==> src/rtl/mem_map_pkg.sv <==
// Shared types and default address map for the memory read path.
package mem_map_pkg;

  typedef enum logic [1:0] {REG_ROM, REG_RAM, REG_PORT, REG_UNMAPPED} region_e;
  typedef enum logic [1:0] {IDLE, WAIT, RESP} state_e;

  localparam int MAP_ROM_END   = 127;
  localparam int MAP_RAM_BASE  = 128;
  localparam int MAP_RAM_END   = 223;
  localparam int MAP_PORT_BASE = 'hF0;

endpackage

==> src/rtl/sync_2ff.sv <==
// Two-flop synchroniser for an asynchronous multi-bit input lane.
module sync_2ff #(
  parameter int DATA_W = 8
) (
  input  logic              clk,
  input  logic              reset,
  input  logic [DATA_W-1:0] d_i,
  output logic [DATA_W-1:0] q_o
);

  logic [DATA_W-1:0] meta_q, sync_q;

  always_ff @(posedge clk or posedge reset) begin
    if (reset) begin
      meta_q <= '0;
      sync_q <= '0;
    end else begin
      meta_q <= d_i;
      sync_q <= meta_q;
    end
  end

  assign q_o = sync_q;

endmodule

==> src/rtl/mem_read_router.sv <==
// Registered read router: decodes the address, waits the region latency,
// then returns one word with a single-cycle valid strobe.
module mem_read_router
  import mem_map_pkg::*;
#(
  parameter int ADDR_W        = 8,
  parameter int DATA_W        = 8,
  parameter int ROM_END       = MAP_ROM_END,
  parameter int RAM_BASE      = MAP_RAM_BASE,
  parameter int RAM_END       = MAP_RAM_END,
  parameter int PORT_BASE     = MAP_PORT_BASE,
  parameter int NUM_PORTS     = 2,
  parameter int ROM_LAT       = 1,
  parameter int RAM_LAT       = 1,
  parameter int UNMAPPED_DATA = 0
) (
  input  logic                        clk,
  input  logic                        reset,
  input  logic                        rd_req,
  input  logic [ADDR_W-1:0]           rd_addr,
  output logic                        rd_ready,
  output logic [ADDR_W-1:0]           mem_addr,
  input  logic [DATA_W-1:0]           rom_data_in,
  input  logic [DATA_W-1:0]           ram_data_in,
  input  logic [NUM_PORTS*DATA_W-1:0] port_in,
  output logic                        rd_valid,
  output logic [DATA_W-1:0]           rd_data,
  output logic                        rd_err
);

  localparam int CNT_W = 2;

  if (NUM_PORTS < 1 || NUM_PORTS > 16 || ROM_LAT < 1 || ROM_LAT > 4 ||
      RAM_LAT < 1 || RAM_LAT > 4) begin : g_bad_range
    $fatal(1, "mem_read_router: NUM_PORTS or latency out of range");
  end
  if (ROM_END >= RAM_BASE || RAM_BASE > RAM_END || PORT_BASE <= ROM_END ||
      (PORT_BASE <= RAM_END && PORT_BASE + NUM_PORTS - 1 >= RAM_BASE) ||
      PORT_BASE + NUM_PORTS - 1 > (1 << ADDR_W) - 1) begin : g_bad_map
    $fatal(1, "mem_read_router: overlapping or out-of-range address map");
  end

  state_e              state_q, state_d;
  region_e             region_q, dec_region;
  logic [CNT_W-1:0]    cnt_q, dec_cnt;
  logic [ADDR_W-1:0]   mem_addr_q;
  logic [DATA_W-1:0]   rd_data_q, port_data, src_data;
  logic                rd_valid_q, rd_err_q;
  logic                accept, capture;
  logic [NUM_PORTS-1:0][DATA_W-1:0] port_sync;

  for (genvar i = 0; i < NUM_PORTS; i++) begin : g_sync
    sync_2ff #(.DATA_W(DATA_W)) u_sync (
      .clk   (clk),
      .reset (reset),
      .d_i   (port_in[i*DATA_W +: DATA_W]),
      .q_o   (port_sync[i])
    );
  end

  // Ordered tests give ROM > RAM > PORT priority; anything left is unmapped.
  always_comb begin
    dec_region = REG_UNMAPPED;
    dec_cnt    = '0;
    if (int'(rd_addr) <= ROM_END) begin
      dec_region = REG_ROM;
      dec_cnt    = CNT_W'(ROM_LAT - 1);
    end else if (int'(rd_addr) >= RAM_BASE && int'(rd_addr) <= RAM_END) begin
      dec_region = REG_RAM;
      dec_cnt    = CNT_W'(RAM_LAT - 1);
    end else if (int'(rd_addr) >= PORT_BASE && int'(rd_addr) < PORT_BASE + NUM_PORTS) begin
      dec_region = REG_PORT;
    end
  end

  always_ff @(posedge clk or posedge reset) begin
    if (reset) state_q <= IDLE;
    else       state_q <= state_d;
  end

  always_comb begin
    state_d = state_q;
    case (state_q)
      IDLE, RESP: state_d = accept ? WAIT : IDLE;
      WAIT:       if (cnt_q == '0) state_d = RESP;
      default:    state_d = IDLE;
    endcase
  end

  always_comb begin
    rd_ready = (state_q != WAIT);
    accept   = rd_req && rd_ready;
    capture  = (state_q == WAIT) && (cnt_q == '0);
  end

  always_comb begin
    port_data = '0;
    for (int i = 0; i < NUM_PORTS; i++)
      if (int'(mem_addr_q) == PORT_BASE + i) port_data = port_sync[i];
  end

  always_comb begin
    case (region_q)
      REG_ROM:  src_data = rom_data_in;
      REG_RAM:  src_data = ram_data_in;
      REG_PORT: src_data = port_data;
      default:  src_data = DATA_W'(UNMAPPED_DATA);
    endcase
  end

  always_ff @(posedge clk or posedge reset) begin
    if (reset) begin
      mem_addr_q <= '0;
      region_q   <= REG_ROM;
      cnt_q      <= '0;
      rd_data_q  <= '0;
      rd_err_q   <= 1'b0;
      rd_valid_q <= 1'b0;
    end else begin
      rd_valid_q <= capture;
      if (accept) begin
        mem_addr_q <= rd_addr;
        region_q   <= dec_region;
        cnt_q      <= dec_cnt;
      end else if (state_q == WAIT && cnt_q != '0) begin
        cnt_q <= cnt_q - 1'b1;
      end
      if (capture) begin
        rd_data_q <= src_data;
        rd_err_q  <= (region_q == REG_UNMAPPED);
      end
    end
  end

  assign mem_addr = mem_addr_q;
  assign rd_valid = rd_valid_q;
  assign rd_data  = rd_data_q;
  assign rd_err   = rd_err_q;

endmodule

==> config.mk <==
export PLATFORM = sky130hd
export DESIGN_NAME = mem_read_router
export DESIGN_NICKNAME = d
export VERILOG_FILES = /design/src/rtl/mem_map_pkg.sv /design/src/rtl/sync_2ff.sv /design/src/rtl/mem_read_router.sv
export SDC_FILE = /design/constraint.sdc
export NUM_CORES = 1
export LEC_CHECK = 0
export ABC_AREA = 1
export ABC_CLOCK_PERIOD_IN_PS = 1900
export CAP_MARGIN = 20
export CORE_UTILIZATION = 35
export DETAILED_ROUTE_END_ITERATION = 7
export DONT_BUFFER_PORTS = 1
export SYNTH_ARGS = -nofsm -noshare
export SYNTH_HDL_FRONTEND = slang
export SYNTH_SLANG_ARGS = --single-unit
==> constraint.sdc <==
create_clock -name clk -period 1.9 [get_ports clk]
set_clock_uncertainty 0.15 [all_clocks]
set_input_delay 0.095 -clock clk [delete_from_list [all_inputs] [get_ports clk]]
set_output_delay 0.095 -clock clk [all_outputs]
set_load 0.01 [all_outputs]
# After elaboration in Yosys (flattened, before gate mapping)
# Cells that the tools add are included.
[totals]
ff_bits = 56
elab_cells = 48
out_inout_bits = 19
[classes]
reduce_logical = 11
n_lt_le_gt_ge = 5
n_addsub = 1
muxes = 11
eq_ne = 9
[ops]
columns = ["op", "count"]
rows = [
  ["one-hot mux 8 bit (3 select lines)", 1],
  ["equality test 8 x 5 -> 1 bit (second input constant)", 2],
  ["greater-or-equal comparator 8 bit (second input constant)", 2],
  ["two-way mux 8 bit", 2],
  ["two-way mux 2 bit", 5],
  ["less-or-equal comparator 8 x 7 -> 1 bit (second input constant)", 1],
  ["less-or-equal comparator 8 bit (second input constant)", 1],
  ["< comparator 8 bit (second input constant)", 1],
  ["equality test 2 bit (second input constant)", 3],
  ["logical NOT 2 bit", 3],
  ["logical AND 1 bit", 5],
  ["equality test 2 x 1 -> 1 bit (second input constant)", 2],
  ["one-hot mux 2 bit (2 select lines)", 1],
  ["nonzero test 2 bit", 2],
  ["two-way mux 1 bit", 2],
  ["inequality test 2 x 1 -> 1 bit (second input constant)", 1],
  ["inequality test 2 bit (second input constant)", 1],
  ["OR reduction 2 bit", 1],
  ["subtractor 2 x 1 -> 2 bit (second input constant)", 1],
]

# Longest topological paths before layout
[depth]
depth_word = 5
ltp_mapped = 9
depth_no_buf = 9

# Modules after synthesis
# A second synthesis with hierarchy kept.
[unflattened]
hier_cells = 221
area_unflattened_um2 = 2140.8
[modules_own_cells]
columns = ["mod", "area_each_um2", "seq_area_each_um2", "n_inst", "cells_each"]
rows = [
  ["mem_read_router", 1332.5, 600.6, 1, 187],
  ["sync_2ff", 404.1, 400.4, 2, 17],
]

# Worst setup path before layout
# OpenSTA, ideal clock, no wires.
[synth_timing]
kind = "reg-to-reg"
startpoint = "register mem_addr_q[5] (netlist: mem_addr[5])"
endpoint = "register rd_data_q[0] (netlist: rd_data[0])"
stages_incl_launch_ff = 10
path_slack_ps = 584
arrival_time_ps = 1101
required_ps = 1684
period_less_slack_ps = 1316
setup_ps = 66
cell_sequence = "dfrtp_1 > nand2_2 > nor2_4 > buf_6 > nand3_1 > nand2_1 > nand2_1 > nand2_1 > nand2_1 > nand2_1"
[synth_via]
elab_chain_len = 4
word_cells_on_any_way = 5
cone_classes = "2 x eq/ne; 3 x mux"
[synth_rtl]
columns = ["element", "line", "text"]
rows = [
  ["start, declared", "mem_read_router.sv:46", "logic [ADDR_W-1:0] mem_addr_q;"],
  ["start signal, assigned", "mem_read_router.sv:122", "mem_addr_q <= rd_addr;"],
  ["equality test 8 x 5 -> 1 bit", "mem_read_router.sv:99", "if (int'(mem_addr_q) == PORT_BASE + i) port_data = port_sync[i];"],
  ["two-way mux 8 bit", "mem_read_router.sv:99", ""],
  ["two-way mux 8 bit (*)", "mem_read_router.sv:99", ""],
  ["one-hot mux 8 bit (3 select lines) (*)", "mem_read_router.sv:103", "case (region_q)"],
  ["end signal, assigned", "mem_read_router.sv:129", "rd_data_q <= src_data;"],
  ["end, declared", "mem_read_router.sv:47", "logic [DATA_W-1:0] rd_data_q, port_data, src_data;"],
]
# Every way passes the cells marked *; elsewhere a longest branch is shown, timed or not.
# A chain may end at the register's enable or synchronous reset.

# Worst setup path in the final report
[layout_timing]
startpoint = "register region_q[0]"
endpoint = "register rd_data_q[0] (netlist: rd_data[0])"
[layout_via]
elab_chain_len = 2
word_cells_on_any_way = 4
cone_classes = "2 x eq/ne; 1 x mux; 1 x reduce/logical"
[layout_rtl]
columns = ["element", "line", "text"]
rows = [
  ["start, declared", "mem_read_router.sv:44", "region_e region_q, dec_region;"],
  ["start signal, assigned", "mem_read_router.sv:123", "region_q <= dec_region;"],
  ["equality test 2 bit (tied with other cells)", "mem_read_router.sv:103", ""],
  ["one-hot mux 8 bit (3 select lines) (*)", "mem_read_router.sv:103", ""],
]
# Marked as above.

==> impl_metrics.env <==
export IMPL_outcome="finished, final reports clean"
export IMPL_drv_cap=0
export IMPL_drtIter0Drc=61
export IMPL_path_max_fanout=10
export IMPL_period_share_pct=95.2
export IMPL_core_sq_um=5890
export IMPL_cts_root_buf="clkbuf_8"
export IMPL_synth_seq_area_share_pct=65.6
export IMPL_clock_path_buffers=2
export IMPL_viasPerCell=4.52
export IMPL_fmax_mhz=553
export IMPL_die_h_um=80.1
export IMPL_antenna_found_initial=0
export IMPL_firstDrtPassIters=4
export IMPL_grt_pass1_wl_um=6890
export IMPL_wire_per_inst_um=12.6
export IMPL_critical_path_class="flop to flop"
export IMPL_synth_top_family_by_area="simple AND/OR/NAND/NOR gates"
export IMPL_cts_num_sinks=56
export IMPL_clk_latency_ns=0.30
export IMPL_ios=62
export IMPL_cts_tree="yes"
export IMPL_antennaDiodeCount=0
export IMPL_ys_seq_elements=56
export IMPL_synth_compound_area_share_pct=2.52
export IMPL_gp_congestion=0.795
export IMPL_avgSynthCellArea_sq_um=9.71
export IMPL_chipWidth_um=80.1
export IMPL_port_buffers=0
export IMPL_yosysWarnings=0
export IMPL_tightestPinTransition_ns=0.581
export IMPL_syn_area_sq_um=2140
export IMPL_hp_class="primary input to asynchronous set/reset pin"
export IMPL_p_leak_nw=1.37
export IMPL_dp_hpwl_um=2870
export IMPL_setup_tns_final_ns=0
export IMPL_worstSetupStartpointType="flop"
export IMPL_hold_violations=0
export IMPL_dieArea_sq_um=6420
export IMPL_synth_nets=264
export IMPL_max_slew_margin_rel_pct=61.2
export IMPL_cts_inserted_buffers=5
export IMPL_layout_nets=313
export IMPL_synth_area_mux_share_pct=0
export IMPL_finalWirelength_um=4340
export IMPL_instances_no_fill=345
export IMPL_critical_path_arrival_ns=1.88
export IMPL_yosys_area_share_simple_pct=25.5
export IMPL_period_needed_ns=1.81
export IMPL_final_util_pct=47.3
export IMPL_end_kind="flop"
export IMPL_required_ns=1.97
export IMPL_yosys_area_share_adder_pct=0.586
export IMPL_layout_common_cells="nand2_1 (80), dfrtp_1 (56), dlygate4sd3_1 (42)"
export IMPL_fill_cells=551
export IMPL_cts_max_level=2
export IMPL_area_growth_pct=30.2
export IMPL_drcViolationCount=0
export IMPL_synthCells=220
export IMPL_grtUsageMet1_pct=16.6
export IMPL_drtAntennaViolNets=0
export IMPL_peakVddDrop_uv=492
export IMPL_use_met2_pct=24.3
export IMPL_num_vias=1560
export IMPL_synth_xor_area_share_pct=0
export IMPL_grt_max_degree=33
export IMPL_drv_slew=0
export IMPL_start_util_pct=36.3
export IMPL_std_cell_rows=28
export IMPL_grt_pass1_vias=1478
export IMPL_placedCellCount=294
export IMPL_final_common_cell="nand2_1"
export IMPL_power_density_nw_per_um2=879
export IMPL_top_usage_layer="met2"
export IMPL_clk_pin_slew_ns=0.11
export IMPL_met3_usage_pct=4.09
export IMPL_gr_total_overflow=0
export IMPL_yosysUniqueCellTypes=21
export IMPL_drive_gt1_share_pct=8.52
export IMPL_setup_viol=0
export IMPL_gr_usage_all_layers_pct=14.5
## power breakdown
group / switching, mW / total [mW] / internal, mW
logic: 0.193 / 0.358 / 0.165
clock network: 0.414 / 0.692 / 0.278
registers: 0.0986 / 1.39 / 1.30
total: 0.705 / 2.44 / 1.74
## area by class of cell
class / count / area [sq um] / area share, %
sequential: 56 / 1400 / 50.4
clock inverter: 3 / 33.8 / 1.21
multi-input combinational: 135 / 617 / 22.2
inverter: 24 / 96.3 / 3.46
timing repair buffer: 47 / 470 / 16.9
tap: 75 / 93.8 / 3.37
clock buffer: 5 / 68.8 / 2.47
## logic make-up after synthesis
logic type | Yosys count
simple gates | 124
flops | 56
buf+inv | 29
compound gates | 10
fa+ha+maj | 1
## path summary, 6_finish.rpt
path / endpoint / slack [ns] / from / cells after the start
worst max-delay path: rd_data[0] / 0.09 / region_q[0] / 8
max in group asynchronous: g_sync[1].u_sync.q_o[2] / 0.89 / reset / 3
worst min register to register: g_sync[0].u_sync.q_o[5] / 0.21 / g_sync[0].u_sync.meta_q[5] / 0
worst max register to register: rd_data[0] / 0.09 / region_q[0] / 8
worst min-delay path: rd_data[5] / 0.14 / reset / 2
min in group clk: g_sync[0].u_sync.meta_q[6] / 0.18 / port_in[6] / 1
## synth_stat cells
library cell  count  area (sq um)
o21ai_0           8          40.0
o31ai_1           1          7.51
nor2_2            2          12.5
nor2_8            1          20.0
or2_1             1          6.26
dfrtp_1          56          1400
o22ai_1           1          6.26
nand3_1          35           175
inv_2             2          7.51
clkbuf_1          1          3.75
ha_1              1          12.5
buf_2             2          10.0
nand2_2           1          6.26
buf_4             1          7.51
inv_1            20          75.1
nand2_1          80           300
buf_6             1          11.3
nor4_1            1          6.26
nor2_4            1          11.3
nor2_1            2          7.51
clkinv_1          2          7.51
## worst max-delay path: stages, from the launching register on
cell and delay [ns]:
dfrtp_1 0.40, clkinvlp_4 0.21, nand3_2 0.12, nand2_1 0.06, dlygate4sd3_1 0.56, inv_1 0.07, nand2_1 0.05, nand2_1 0.05
nand2_1 0.05
## stage by stage
| stage | hold WS [ns] | instance area (sq um) | total power [mW] | setup slack (ns) |
|---|---|---|---|---|
| 2_1_floorplan | -0.0236 | 2140 | 1.60 | 0.284 |
| 3_5_place_dp | -0.0761 | 2240 | 1.67 | 0.400 |
| 6_report | 0.145 | 2780 | 2.44 | 0.0905 |
| 4_1_cts | 0.150 | 2760 | 2.46 | 0.0267 |
| 3_3_place_gp | -0.0778 | 2240 | 1.67 | 0.445 |
| 5_1_grt | 0.153 | 2780 | 2.58 | -0.00754 |
## sequential cells by signal, summed over array words and instances, names as in the netlist
signal and count:
rd_err 1, cnt_q 2, g_sync.u_sync.q_o 16, rd_valid 1
state_q 2, g_sync.u_sync.meta_q 16, region_q 2, rd_data 8
mem_addr 8
## repair_timing
action,4_1_cts,5_1_grt
resized for setup,0,4
hold buffers,42,0
endpoints found under the hold margin,91,0
buffers inserted,0,1
setup endpoints to repair,0,8
## routing by layer
layer	part of all wire, %	wire (um)
met2	49	2130
met4	3.5	151
met1	42	1810
met3	5.8	253
met5	0	0
Note: power is estimated with default switching activity, not from simulation.
